## src/rtl/rr_shift_reg_param_if.sv

```systemverilog
// Command/status bundle for the multi-word operand register.
// The master issues commands; the slave (the register) reports contents and status.
interface rr_shift_reg_param_if #(
  parameter int WORD_W    = 32,
  parameter int NUM_WORDS = 8,
  parameter int SHAMT_W   = 9
);
  localparam int TOT_W = WORD_W * NUM_WORDS;

  logic               start;
  logic [2:0]         op;
  logic [WORD_W-1:0]  din;
  logic               sin;
  logic [SHAMT_W-1:0] shamt;
  logic [WORD_W-1:0]  word_out;
  logic [TOT_W-1:0]   value;
  logic               lsb;
  logic               is_zero;
  logic               busy;
  logic               done;
  logic               dbg_shift;

  modport master (
    output start, op, din, sin, shamt,
    input  word_out, value, lsb, is_zero, busy, done, dbg_shift
  );

  modport slave (
    input  start, op, din, sin, shamt,
    output word_out, value, lsb, is_zero, busy, done, dbg_shift
  );
endinterface

```

## src/rtl/rr_shift_reg_param.sv

```systemverilog
// N-word operand register with word-serial load, single-bit shifts,
// clear/set-to-one and a sequenced multi-bit right shift.
module rr_shift_reg_param #(
  parameter int WORD_W    = 32,
  parameter int NUM_WORDS = 8,
  parameter int SHAMT_W   = 9
) (
  input logic                 clk,
  input logic                 rst,
  rr_shift_reg_param_if.slave bus
);
  localparam int TOT_W = WORD_W * NUM_WORDS;

  localparam logic [2:0] OP_NOP  = 3'd0;
  localparam logic [2:0] OP_LOAD = 3'd1;
  localparam logic [2:0] OP_SHR1 = 3'd2;
  localparam logic [2:0] OP_SHL1 = 3'd3;
  localparam logic [2:0] OP_CLR  = 3'd4;
  localparam logic [2:0] OP_SET1 = 3'd5;
  localparam logic [2:0] OP_SHRN = 3'd6;

  typedef enum logic {ST_IDLE = 1'b0, ST_SHIFT = 1'b1} state_t;

  state_t             r_state;
  logic [TOT_W-1:0]   r_v;
  logic [SHAMT_W-1:0] r_cnt;
  logic               r_done;

  // Handshake: a command is taken on a rising edge when start=1 and the FSM is
  // idle (busy=0); start is ignored while busy. done pulses for one cycle after
  // the completing edge and may coincide with the accept of the next command.
  always_ff @(posedge clk or posedge rst) begin
    if (rst) begin
      r_state <= ST_IDLE;
      r_v     <= '0;
      r_cnt   <= '0;
      r_done  <= 1'b0;
    end else begin
      r_done <= 1'b0;
      case (r_state)
        ST_IDLE: begin
          if (bus.start) begin
            r_done <= 1'b1;
            case (bus.op)
              OP_LOAD: r_v <= {bus.din, r_v[TOT_W-1:WORD_W]};
              OP_SHR1: r_v <= {bus.sin, r_v[TOT_W-1:1]};
              OP_SHL1: r_v <= {r_v[TOT_W-2:0], bus.sin};
              OP_CLR:  r_v <= '0;
              OP_SET1: r_v <= TOT_W'(1);
              OP_SHRN: begin
                // shamt=0 degenerates to a NOP with an immediate done
                if (bus.shamt != '0) begin
                  r_done  <= 1'b0;
                  r_state <= ST_SHIFT;
                  r_cnt   <= bus.shamt;
                end
              end
              default: ;
            endcase
          end
        end
        ST_SHIFT: begin
          r_v   <= {bus.sin, r_v[TOT_W-1:1]};
          r_cnt <= r_cnt - SHAMT_W'(1);
          if (r_cnt == SHAMT_W'(1)) begin
            r_state <= ST_IDLE;
            r_done  <= 1'b1;
          end
        end
        default: r_state <= ST_IDLE;
      endcase
    end
  end

  assign bus.word_out  = r_v[WORD_W-1:0];
  assign bus.value     = r_v;
  assign bus.lsb       = r_v[0];
  assign bus.is_zero   = (r_v == '0);
  assign bus.busy      = (r_state == ST_SHIFT);
  assign bus.done      = r_done;
  assign bus.dbg_shift = (r_state == ST_SHIFT);

  logic w_unused_ok;
  assign w_unused_ok = (OP_NOP == 3'd0);
endmodule

```

## src/flat_wrapper.sv

```systemverilog
// flat-port wrapper written by rule: the top's interface ports become plain ports
module rr_shift_reg_param_flat 
#(
  parameter int WORD_W    = 32,
  parameter int NUM_WORDS = 8,
  parameter int SHAMT_W   = 9
)
  (clk, rst, bus_start, bus_op, bus_din, bus_sin, bus_shamt, bus_word_out, bus_value, bus_lsb, bus_is_zero, bus_busy, bus_done, bus_dbg_shift);
  rr_shift_reg_param_if #(.WORD_W(WORD_W), .NUM_WORDS(NUM_WORDS), .SHAMT_W(SHAMT_W)) bus_i ();
  input logic clk;
  input logic rst;
  input wire logic [$bits(bus_i.start)-1:0] bus_start;
  input wire logic [$bits(bus_i.op)-1:0] bus_op;
  input wire logic [$bits(bus_i.din)-1:0] bus_din;
  input wire logic [$bits(bus_i.sin)-1:0] bus_sin;
  input wire logic [$bits(bus_i.shamt)-1:0] bus_shamt;
  output wire logic [$bits(bus_i.word_out)-1:0] bus_word_out;
  output wire logic [$bits(bus_i.value)-1:0] bus_value;
  output wire logic [$bits(bus_i.lsb)-1:0] bus_lsb;
  output wire logic [$bits(bus_i.is_zero)-1:0] bus_is_zero;
  output wire logic [$bits(bus_i.busy)-1:0] bus_busy;
  output wire logic [$bits(bus_i.done)-1:0] bus_done;
  output wire logic [$bits(bus_i.dbg_shift)-1:0] bus_dbg_shift;
  assign bus_i.start = bus_start;
  assign bus_i.op = bus_op;
  assign bus_i.din = bus_din;
  assign bus_i.sin = bus_sin;
  assign bus_i.shamt = bus_shamt;
  assign bus_word_out = bus_i.word_out;
  assign bus_value = bus_i.value;
  assign bus_lsb = bus_i.lsb;
  assign bus_is_zero = bus_i.is_zero;
  assign bus_busy = bus_i.busy;
  assign bus_done = bus_i.done;
  assign bus_dbg_shift = bus_i.dbg_shift;
  rr_shift_reg_param #(.WORD_W(WORD_W), .NUM_WORDS(NUM_WORDS), .SHAMT_W(SHAMT_W)) u_core (.clk(clk), .rst(rst), .bus(bus_i));
endmodule
```

## config.mk

```make
export PLATFORM = sky130hd
export DESIGN_NAME = rr_shift_reg_param_flat
export DESIGN_NICKNAME = d
export VERILOG_FILES = /design/src/rtl/rr_shift_reg_param_if.sv /design/src/rtl/rr_shift_reg_param.sv /design/src/flat_wrapper.sv
export SDC_FILE = /design/constraint.sdc
export NUM_CORES = 1
export LEC_CHECK = 0
export ABC_AREA = 1
export BUFFER_PORTS_ARGS = -buffer_cell sky130_fd_sc_hd__buf_2
export CAP_MARGIN = 15
export CORE_MARGIN = 2
export CORE_UTILIZATION = 50
export CTS_CLUSTER_DIAMETER = 40
export CTS_CLUSTER_SIZE = 28
export DETAILED_ROUTE_END_ITERATION = 10
export PLACE_DENSITY_LB_ADDON = 0.08
export SETUP_SLACK_MARGIN = 0.15
export SYNTH_ARGS = -nofsm -noshare
export SYNTH_HDL_FRONTEND = slang
export SYNTH_SLANG_ARGS = --single-unit
```

## constraint.sdc

```tcl
create_clock -name clk -period 8.85 [get_ports clk]
set_clock_uncertainty 0.2 [all_clocks]
set_input_delay 1.3275 -clock clk [delete_from_list [all_inputs] [get_ports clk]]
set_output_delay 1.3275 -clock clk [all_outputs]
set_load 0.1 [all_outputs]
```

# Word level (Yosys, flattened, before mapping)
# Index checks and enable logic that the tools add are counted.
# totals
elab_cells	38
register_bits	267
# classes
reduce_logical	4
n_mux	17
bitwise	1
add_sub_neg	1
n_eq_ne	11
# ops
op	n
256-bit case mux with 5 select lines	1
256-bit case mux with 2 select lines	1
256-bit logical NOT	1
256-bit two-way mux	1
9-bit two-way mux	3
9-bit case mux with 2 select lines	1
3-bit == test, second input constant	3
9-bit by 1-bit == test with 1-bit output, second input constant	1
9-bit nonzero test	1
9-bit by 1-bit subtractor with 9-bit output, second input constant	1
1-bit two-way mux	8
3-bit by 2-bit == test with 1-bit output, second input constant	2
6-bit inequality test, second input constant	1
2-bit inequality test, second input constant	2
1-bit case mux with 2 select lines	2
3-bit by 1-bit == test with 1-bit output, second input constant	1
3-bit AND reduction	1
2-bit by 1-bit inequality test with 1-bit output, second input constant	1
2-bit AND reduction	1
1-bit NOT	1

# Logic depth before layout (Yosys ltp)
# Gate-level depths: netlist of run 1.
# depth
ltp_word	5
depth_mapped	10
ltp_nobuf	9

# Least setup slack after synthesis of run 1
# Ideal clock, no wire load.
# synth_timing
path_kind	register to output
start	reg u_core.r_v[95] (netlist: u_core.bus.value[95])
end	out bus_is_zero
arrival_time_ns	2.670
setup_slack_ns	4.652
path_stages_with_launch	10
required_ns	7.323
cell_sequence	dfrtp_1 -> inv_1 -> nand2_1 -> nor2_1 -> nand2_1 -> nor2_1 -> nand2_1 -> nor2_1 -> nand2_1 -> nor2_1
# synth_via
elab_chain_cells	1
# synth_rtl
element	line	rtl
start: declaration	rr_shift_reg_param.sv:25	logic [TOT_W-1:0] r_v;
start signal: assignment	rr_shift_reg_param.sv:45	OP_LOAD: r_v <= {bus.din, r_v[TOT_W-1:WORD_W]};
start signal: assignment	rr_shift_reg_param.sv:46	OP_SHR1: r_v <= {bus.sin, r_v[TOT_W-1:1]};
start signal: assignment	rr_shift_reg_param.sv:47	OP_SHL1: r_v <= {r_v[TOT_W-2:0], bus.sin};
256-bit logical NOT	rr_shift_reg_param.sv:78	assign bus.is_zero = (r_v == '0);
end: declaration	flat_wrapper.sv:20	output wire logic [$bits(bus_i.is_zero)-1:0] bus_is_zero;
# Every way passes these cells.

# Worst setup path after layout of run 1
# layout_timing
start	in bus_op[2]
end	reg u_core.r_v[175] (netlist: u_core.bus.value[175])
# layout_via
elab_chain_cells	4
# layout_rtl
element	line	rtl
start: declaration	flat_wrapper.sv:13	input wire logic [$bits(bus_i.op)-1:0] bus_op;
3-bit == test (tied with other cells)	rr_shift_reg_param.sv:44	case (bus.op)
256-bit case mux with 5 select lines	rr_shift_reg_param.sv:44	
256-bit two-way mux	rr_shift_reg_param.sv:42	if (bus.start) begin
256-bit case mux with 2 select lines	rr_shift_reg_param.sv:40	case (r_state)
# Parallel ways exist; a longest one is shown, timed or not. The select of a mux whose other input is x is not followed.
# A chain may end at the register's enable or synchronous reset.

==> results.txt, run 1 <==
status - finished clean
HP Class - flop to flop
number of global-route vias before repair - 17,960
total CTS buffers - 52
Post CTS Setup Buffer Count - 0
total number of vias - 19,870
drt pass-1 iters - 6
Top Family by Delay on Critical Path - buffers and inverters
largest stage delay on the critical path - 0.88 ns
fin. max-slew vios - 0
syn nets - 2,740
worst-case clock buffer depth - 3
Final setup viols - 0
Initial Utilization - 50.55%
Core Footprint - 0.03446 sq mm
final wirelength - 66,220 microns
Crit Path Class - input port to flop
area of the mapped netlist - 0.01742 sq mm
Setup Total Neg Slack - 0 ns
largest net degree at the start of global routing - 123
Synth Register Bits - 267
number of synthesized flops with an enable pin - 0
Reg clk slew, reported paths - 0.05 ns
clk sinks - 267
Crit-path slowest cell - buf_4
CP endpoint kind - flop
die width - 190.6 microns
CP max FO - 105
share of synthesized flip-flops with an asynchronous set or reset - 100.0%
Slew HR - 21.48%
sequential area share after synthesis - 38.36%
Rows - 68
IO Pins - 341
actual slew at the worst max-slew pin - 1.178 ns
post-CTS sizing - 0
Initial DRC Count - 2,402
Port Buf Inserts - 340
drt via density - 5.948
Die Height - 190.6 microns
GRT Util Overall - 35.81%
Period minus WS final - 4.377 ns
cells after synthesis - 2,690
CTS Root Cell - clkbuf_16
CTS tree - yes
crit path buf inv count - 4
leading area contributor after synthesis - dfrtp_1
Layout area overhead - 18.59%
worst-skew pair later-pin latency - 0.58 ns
average footprint of a synthesized cell - 6.475 sq um
max-cap violation count - 0
wire length per cell - 19.82 microns
Fin. Hold Viols - 0
Yosys top cell area share - 38.36%
most frequent cell on the critical path - nand2_1
Peak Freq - 228.5 MHz
ANT cells - 0
Die Footprint - 0.03635 sq mm
Period Utilization, post-route - 49.45%
top_reg_cell synth - dfrtp_1
critical path arrival - 4.65 ns
initial antenna violation count - 0
warnings from Yosys - 0
worst-path cell chain - buf_2 > inv_2 > nand2_4 > nor2_4 > buf_4 > buf_4 > nand2_1 > nand2_1 > nand2_1 > a31oi_1
CTS HTree Levels - 2
layout cells sized above 1 - 16.18%
DRC violations left - 0
gpl congestion - 0.9240
Final Net Count - 2,896
antenna-violating nets left - 0
RSZ-0062 raised after global routing - false
first-pass GRT wire length - 103,500 microns
hold_buf cts - 0
post-synthesis cell type count - 22
CP Launch Type - input port
Worst EP required - 9.12 ns
Area contributors post-synth - dfrtp_1 (38%), nand2_1 (16%), nor2_1 (10%)
dpl hpwl - 40,710 microns
GRT overflow - 0
==> synth_stat cells (4+ instances only) <==
master and instances:
buf_4 37, a31oi_1 197, nand4_1 26, buf_2 57
nand2_1 734, inv_2 4, clkbuf_1 141, inv_1 72
nand3_1 270, buf_1 24, a21oi_1 117, dfrtp_1 267
nor2_1 467, nor3_1 59, o21ai_0 204
==> area by class of cell <==
type,count,area [sq um]
timing repair buffer,361,1872
tap,455,569.3
fill,3371,13800
sequential,267,6685
multi-input combinational,2088,9304
clock buffer,64,1448
clock inverter,30,479.2
inverter,76,299.0
==> stage by stage <==
| step | setup slack (ns) | std cells | area (sq um) | hold slack [ns] | utilization, % |
|---|---|---|---|---|---|
| floorplan | 3.797 | 2690 | 17420 | 0.2651 | - |
| global placement | 4.093 | 3247 | 18730 | 0.2844 | 54.35 |
| detailed placement | 4.024 | 3247 | 18730 | 0.2991 | 54.35 |
| CTS | 4.626 | 3341 | 20660 | 0.3209 | 59.95 |
| global route | 4.241 | 3341 | 20660 | 0.3579 | 59.95 |
| finish | 4.473 | 3341 | 20660 | 0.3150 | 59.95 |
==> cell families (layout without fill, tap and decap cells) <==
kind of cell | count (synthesis) | after routing | synth area share, %
and+or+nand+nor | 1559 | 1559 | 36.38
xor gates and xnor gates | 5 | 5 | 0.2515
AOI/OAI and AO/OA | 522 | 522 | 16.44
adders and majority gates | 2 | 2 | 0.1436
buffers and inverters | 335 | 531 | 8.426
DFF | 267 | 267 | 38.36
==> sequential cells by signal (all words and copies together) (netlist names) <==
name,flops
u_core.bus.value,256
u_core.r_cnt,9
u_core.bus.busy,1
u_core.bus.done,1
==> final timing paths <==
path                       cells past startpoint                                end  slack, ns                   startpoint
setup / recovery                              10  u_core.bus.value[175]$_DFFE_PP0P_       4.47                    bus_op[2]
hold / removal                                 2        u_core.r_cnt[1]$_DFFE_PP0P_       0.31  u_core.r_cnt[1]$_DFFE_PP0P_
setup reg to reg                               6  u_core.bus.value[240]$_DFFE_PP0P_       4.86    u_core.bus.busy$_DFF_PP0_
hold reg to reg                                2        u_core.r_cnt[1]$_DFFE_PP0P_       0.31  u_core.r_cnt[1]$_DFFE_PP0P_
max in group asynchronous                      4  u_core.bus.value[154]$_DFFE_PP0P_       5.69                          rst
min in group asynchronous                      2  u_core.bus.value[254]$_DFFE_PP0P_       0.69                          rst
==> worst reg2reg max path, cell delays in order, from the launching register on <==
cell     delay (ns)
dfrtp_4        0.79
inv_8          0.56
buf_4          0.84
buf_4          0.96
a21oi_1        0.24
nor3_1         0.23
nor2_1         0.06
==> layout by cell type, fill, tap and decap left out, drive strengths merged <==
cell type and n:
a21boi 1, a21oi 117, a31oi 197, buf 361
bufinv 12, clkbuf 64, clkinv 11, clkinvlp 8
dfrtp 267, ha 2, inv 75, nand2 734
nand3 270, nand4 26, nor2 467, nor3 59
o211ai 1, o21ai 206, or2 3, xnor2 3
xor2 2
==> metal layers <==
metal  vias to the layer above  global-route usage [%]  part of all wire, %
met1                      9433                   48.98                   41
met3                       165                   6.386                  9.4
met4                         0                   16.16                  4.4
met5                         -                       0                    0
met2                      1013                   55.43                   45
li1                       9261                       -                    -
Power of run 1 is left out: the tool's default activity adds up to more than one toggle a clock period on the data nets, which glitch-free logic cannot reach.
==> inputs of run 2 (changes only) <==
- ABC_AREA: 1 -> 0
- clock period: 8.85 -> 4.14 ns (I/O delays scaled with it)
==> results.txt, run 2 <==
status - finished clean
CTS Root Cell - clkbuf_16
Reg clk slew, reported paths - 0.05 ns
DRC violations left - 0
Slew HR - 27.15%
Layout area overhead - 20.95%
number of global-route vias before repair - 14,130
Peak Freq - 261.2 MHz
actual slew at the worst max-slew pin - 1.093 ns
total CTS buffers - 47
hold_buf cts - 1
largest stage delay on the critical path - 0.52 ns
RSZ-0062 raised after global routing - false
Worst setup startpoint - u_core.bus.value[163]$_DFFE_PP0P_
Die Height - 178.2 microns
Worst EP required - 3.32 ns
syn nets - 1,707
number of synthesized flops with an enable pin - 0
Rows - 63
Crit-path slowest cell - nor4_1
max reg flops - 256
top_reg_cell synth - dfrtp_1
Reg2Reg Capture Point - u_core.bus.value[38]$_DFFE_PP0P_
Top Family by Delay on Critical Path - simple AND/OR/NAND/NOR gates
Area contributors post-synth - dfrtp_1 (44%), a2bb2oi_1 (15%), a22oi_1 (13%)
total number of vias - 15,230
Die Footprint - 0.03177 sq mm
Period minus WS final - 3.829 ns
share of synthesized flip-flops with an asynchronous set or reset - 100.0%
Initial DRC Count - 1,909
dpl hpwl - 35,740 microns
antenna-violating nets left - 0
GRT overflow - 0
most frequent cell after synthesis - dfrtp_1
most frequent cells after synthesis - dfrtp_1 (267), nand2_1 (262), a22oi_1 (256)
most common cell after layout, fill and taps aside - buf_2
CTS HTree Levels - 2
GRT Util Overall - 34.43%
IO Pins - 341
die width - 178.2 microns
Period Utilization, post-route - 92.49%
fin. max-slew vios - 0
post-synthesis cell type count - 43
max-cap violation count - 0
Final setup viols - 0
Initial Utilization - 50.94%
worst-case clock buffer depth - 3
average footprint of a synthesized cell - 9.161 sq um
final wirelength - 55,900 microns
Hold Startpoint - bus_shamt[8]
gpl congestion - 0.9222
R2R setup slack - 1.60 ns
layout cells sized above 1 - 24.30%
Worst R2R Start - u_core.bus.busy$_DFF_PP0_
cells after synthesis - 1,657
wire length per cell - 24.36 microns
crit path buf inv count - 2
drt pass-1 iters - 8
Fin. Hold Viols - 0
HP Class - input port to flop
most frequent cell on the critical path - nor4_1
hold depth - 3
sequential area share after synthesis - 44.02%
area of the mapped netlist - 0.01518 sq mm
Post CTS Setup Buffer Count - 0
leading area contributor after synthesis - dfrtp_1
Synth Register Bits - 267
CP max FO - 6
Yosys top cell area share - 44.02%
Final Net Count - 1,919
Min-Delay Endpoint - u_core.r_cnt[8]$_DFFE_PP0P_
pre-CTS setup slack - 0.9341 ns
fin worst setup slack - 0.3111 ns
largest net degree at the start of global routing - 220
DP Area - 0.01669 sq mm
Hold WS - 0.1277 ns
initial antenna violation count - 0
Port Buf Inserts - 340
Crit Path Class - flop to primary output
post-CTS sizing - 0
critical path arrival - 3.01 ns
worst-path cell chain - nor4_1 > nand4_1 > nor4_1 > buf_4 > and4_1 > buf_2
warnings from Yosys - 0
Core Footprint - 0.02980 sq mm
design area - 0.01836 sq mm
CTS tree - yes
commonest non-fill, non-tap cells in the layout - buf_2 (340), dfrtp_1 (266), nand2_1 (262)
CP endpoint kind - primary output
Util after Layout - 61.62%
worst-skew pair later-pin latency - 0.54 ns
ANT cells - 0
drt via density - 6.637
clk sinks - 267
CP Launch Type - flop
Reg2Reg Depth - 3
first-pass GRT wire length - 85,830 microns
[run 2: cell count changes after synthesis, moves of 111 or more]
cell	delta
a2bb2oi_1	+255
o21ai_1	+166
a21oi_1	-111
nand3_1	-268
nand2_1	-472
a31oi_1	-195
nor2_1	-459
a22oi_1	+256
[run 2: kinds of logic (layout without fill, tap and decap cells)]
kind of cell             count (synthesis)  in the layout  synth area share, %
buffers and inverters                  214            462                7.385
AO/OA/AOI/OAI                          797            797                37.22
flip-flops                             267            267                44.02
adder cells (fa/ha/maj)                  2              2               0.1648
XOR/XNOR                                 3              3               0.1731
AND/OR/NAND/NOR                        374            374                11.04
[run 2: how the worst max path moves through the flow]
stage                                            to  cells after the start
final                                   bus_is_zero                      6
after CTS                               bus_is_zero                      6
after global routing                    bus_is_zero                      6
after floorplan           u_core.bus.busy$_DFF_PP0_                      1
after detailed placement                bus_is_zero                      6
after global placement                  bus_is_zero                      6
[run 2: cell type report]
type | instances | area, sq um
Clock buffer | 53 | 1261
Clock inverter | 32 | 400.4
Fill cell | 2648 | 11440
Inverter | 5 | 22.52
Multi-Input combinational cell | 1176 | 7396
Sequential cell | 267 | 6685
Tap cell | 390 | 488.0
Timing Repair Buffer | 372 | 2107
[run 2: stage by stage]
step / cells / TNS [ns]
3_5_place_dp: 2209 / 0
2_1_floorplan: 1657 / -55.13
3_3_place_gp: 2209 / 0
5_1_grt: 2295 / 0
4_1_cts: 2295 / 0
6_report: 2295 / 0
[run 2: routing by layer]
layer	vias up	global-route usage [%]	part of all wire, %
met5	-	0	0
met4	0	13.86	4.1
met3	136	6.991	9.0
met2	834	54.22	47
met1	7474	46.66	40
li1	6789	-	-
[run 2: worst reg2reg max path: cells and delay by family, from the launching register on]
| kind | cells | cell delay [ns] |
|---|---|---|
| AO/OA/AOI/OAI | 2 | 0.59 |
| buffers and inverters | 1 | 0.79 |
| flip-flops | 1 | 0.82 |
Power of run 2 is left out for the same reason.
==> inputs of run 3 (changes only) <==
- BUFFER_PORTS_ARGS: -buffer_cell sky130_fd_sc_hd__buf_2 -> default
- DONT_BUFFER_PORTS: default -> 1
==> results.txt, run 3 (synthesis results as in run 2) <==
worst-path cell chain - nor4_1 > nand4_1 > nor4_2 > and4_1 > buf_4
HP Class - input port to flop
CP Launch Type - flop
Reg clk slew, reported paths - 0.05 ns
Layout Cells excl Fill - 2,204
Final setup viols - 0
GRT Util Overall - 34.26%
CTS Root Cell - clkbuf_16
hold depth - 1
Die Height - 178.2 microns
drt via density - 6.669
Core Footprint - 0.02980 sq mm
wire length per cell - 25.28 microns
RSZ-0062 raised after global routing - false
final wirelength - 55,730 microns
Peak Freq - 265.1 MHz
Port Buf Inserts - 0
drt pass-1 iters - 6
largest stage delay on the critical path - 0.75 ns
GRT overflow - 0
Period Utilization, post-route - 91.13%
crit path buf inv count - 1
layout cells sized above 1 - 22.05%
Layout area overhead - 22.19%
Crit-path slowest cell - dfrtp_1
Die Footprint - 0.03177 sq mm
max-cap violation count - 0
Top Family by Delay on Critical Path - simple AND/OR/NAND/NOR gates
Crit Path Class - flop to primary output
Hold WS - 0.02460 ns
CTS HTree Levels - 2
gpl congestion - 0.8715
DRC violations left - 0
antenna-violating nets left - 0
fin. max-slew vios - 0
R2R setup slack - 1.83 ns
IO Pins - 341
WP depth - 5
Slew HR - 36.99%
commonest non-fill, non-tap cells in the layout - buf_4 (265), nand2_1 (262), a22oi_1 (256)
Fin. Hold Viols - 0
Reg2Reg Depth - 3
number of global-route vias before repair - 13,870
placed insts - 2,119
worst-case clock buffer depth - 3
CP endpoint kind - primary output
Initial DRC Count - 1,618
die width - 178.2 microns
Initial Utilization - 50.94%
most common cell after layout, fill and taps aside - buf_4
largest net degree at the start of global routing - 171
CP max FO - 3
actual slew at the worst max-slew pin - 0.9452 ns
Rows - 63
max reg flops - 256
Period minus WS final - 3.773 ns
worst-skew pair later-pin latency - 0.53 ns
initial antenna violation count - 1
first-pass GRT wire length - 84,510 microns
clk sinks - 267
ANT cells - 0
Worst EP required - 3.32 ns
critical path arrival - 2.95 ns
CTS tree - yes
total number of vias - 14,700
dpl hpwl - 37,690 microns
total CTS buffers - 48
status - finished clean
Final Net Count - 1,830
## run 3: changes by cell type in the layout (fill, tap and decap cells not counted), sizes merged
cell	change
clkinv	-6
buf	-90
bufinv	-4
inv	-1
clkinvlp	-2
clkbuf	+12
## run 3: layer usage
| layer | vias up | track usage (%) | share of wire, % |
|---|---|---|---|
| li1 | 6615 | - | - |
| met1 | 7226 | 43.70 | 39 |
| met2 | 738 | 56.07 | 48 |
| met3 | 118 | 9.442 | 9.8 |
| met4 | 2 | 12.09 | 3.6 |
| met5 | - | 0 | 0.032 |
## run 3: final timing paths
check                                                    to                             start
max                                             bus_is_zero  u_core.bus.value[80]$_DFFE_PP0P_
min                             u_core.r_cnt[4]$_DFFE_PP0P_                      bus_shamt[4]
max reg2reg                u_core.bus.value[65]$_DFFE_PP0P_         u_core.bus.busy$_DFF_PP0_
min reg2reg                     u_core.r_cnt[0]$_DFFE_PP0P_       u_core.r_cnt[0]$_DFFE_PP0P_
max in group asynchronous   u_core.bus.value[3]$_DFFE_PP0P_                               rst
min in group asynchronous  u_core.bus.value[88]$_DFFE_PP0P_                               rst
## run 3: per-stage QoR
stage	setup slack (ns)	setup TNS [ns]	instance area (sq um)	utilization, %
floorplan	-0.2065	-55.13	15180	-
global placement	0.7782	0	16940	56.87
detailed placement	0.7546	0	16940	56.87
CTS	0.1985	0	18540	62.23
global route	0.2727	0	18550	62.25
finish	0.3673	0	18550	62.25
## run 3: worst reg2reg max path, stage by stage, from the launching register on
cell	delay [ns]
dfrtp_4	0.57
a31oi_4	0.53
buf_12	0.52
o21ai_0	0.32
## run 3: timing repair
| item | 4_1_cts | 5_1_grt |
|---|---|---|
| endpoints found under the hold margin | 31 | 0 |
| setup buffers | 0 | 0 |
| endpoints found under the setup margin | 0 | 1 |
| hold buffers | 1 | 0 |
| resized for setup | 0 | 1 |
## run 3: cell type report
cell class | count | area [sq um]
Clock buffer | 65 | 1376
Clock inverter | 19 | 211.5
Fill cell | 2577 | 11250
Inverter | 5 | 22.52
Multi-Input combinational cell | 1176 | 7402
Sequential cell | 267 | 6728
Tap cell | 390 | 488.0
Timing Repair Buffer | 282 | 2320
Power of run 3 is left out for the same reason.
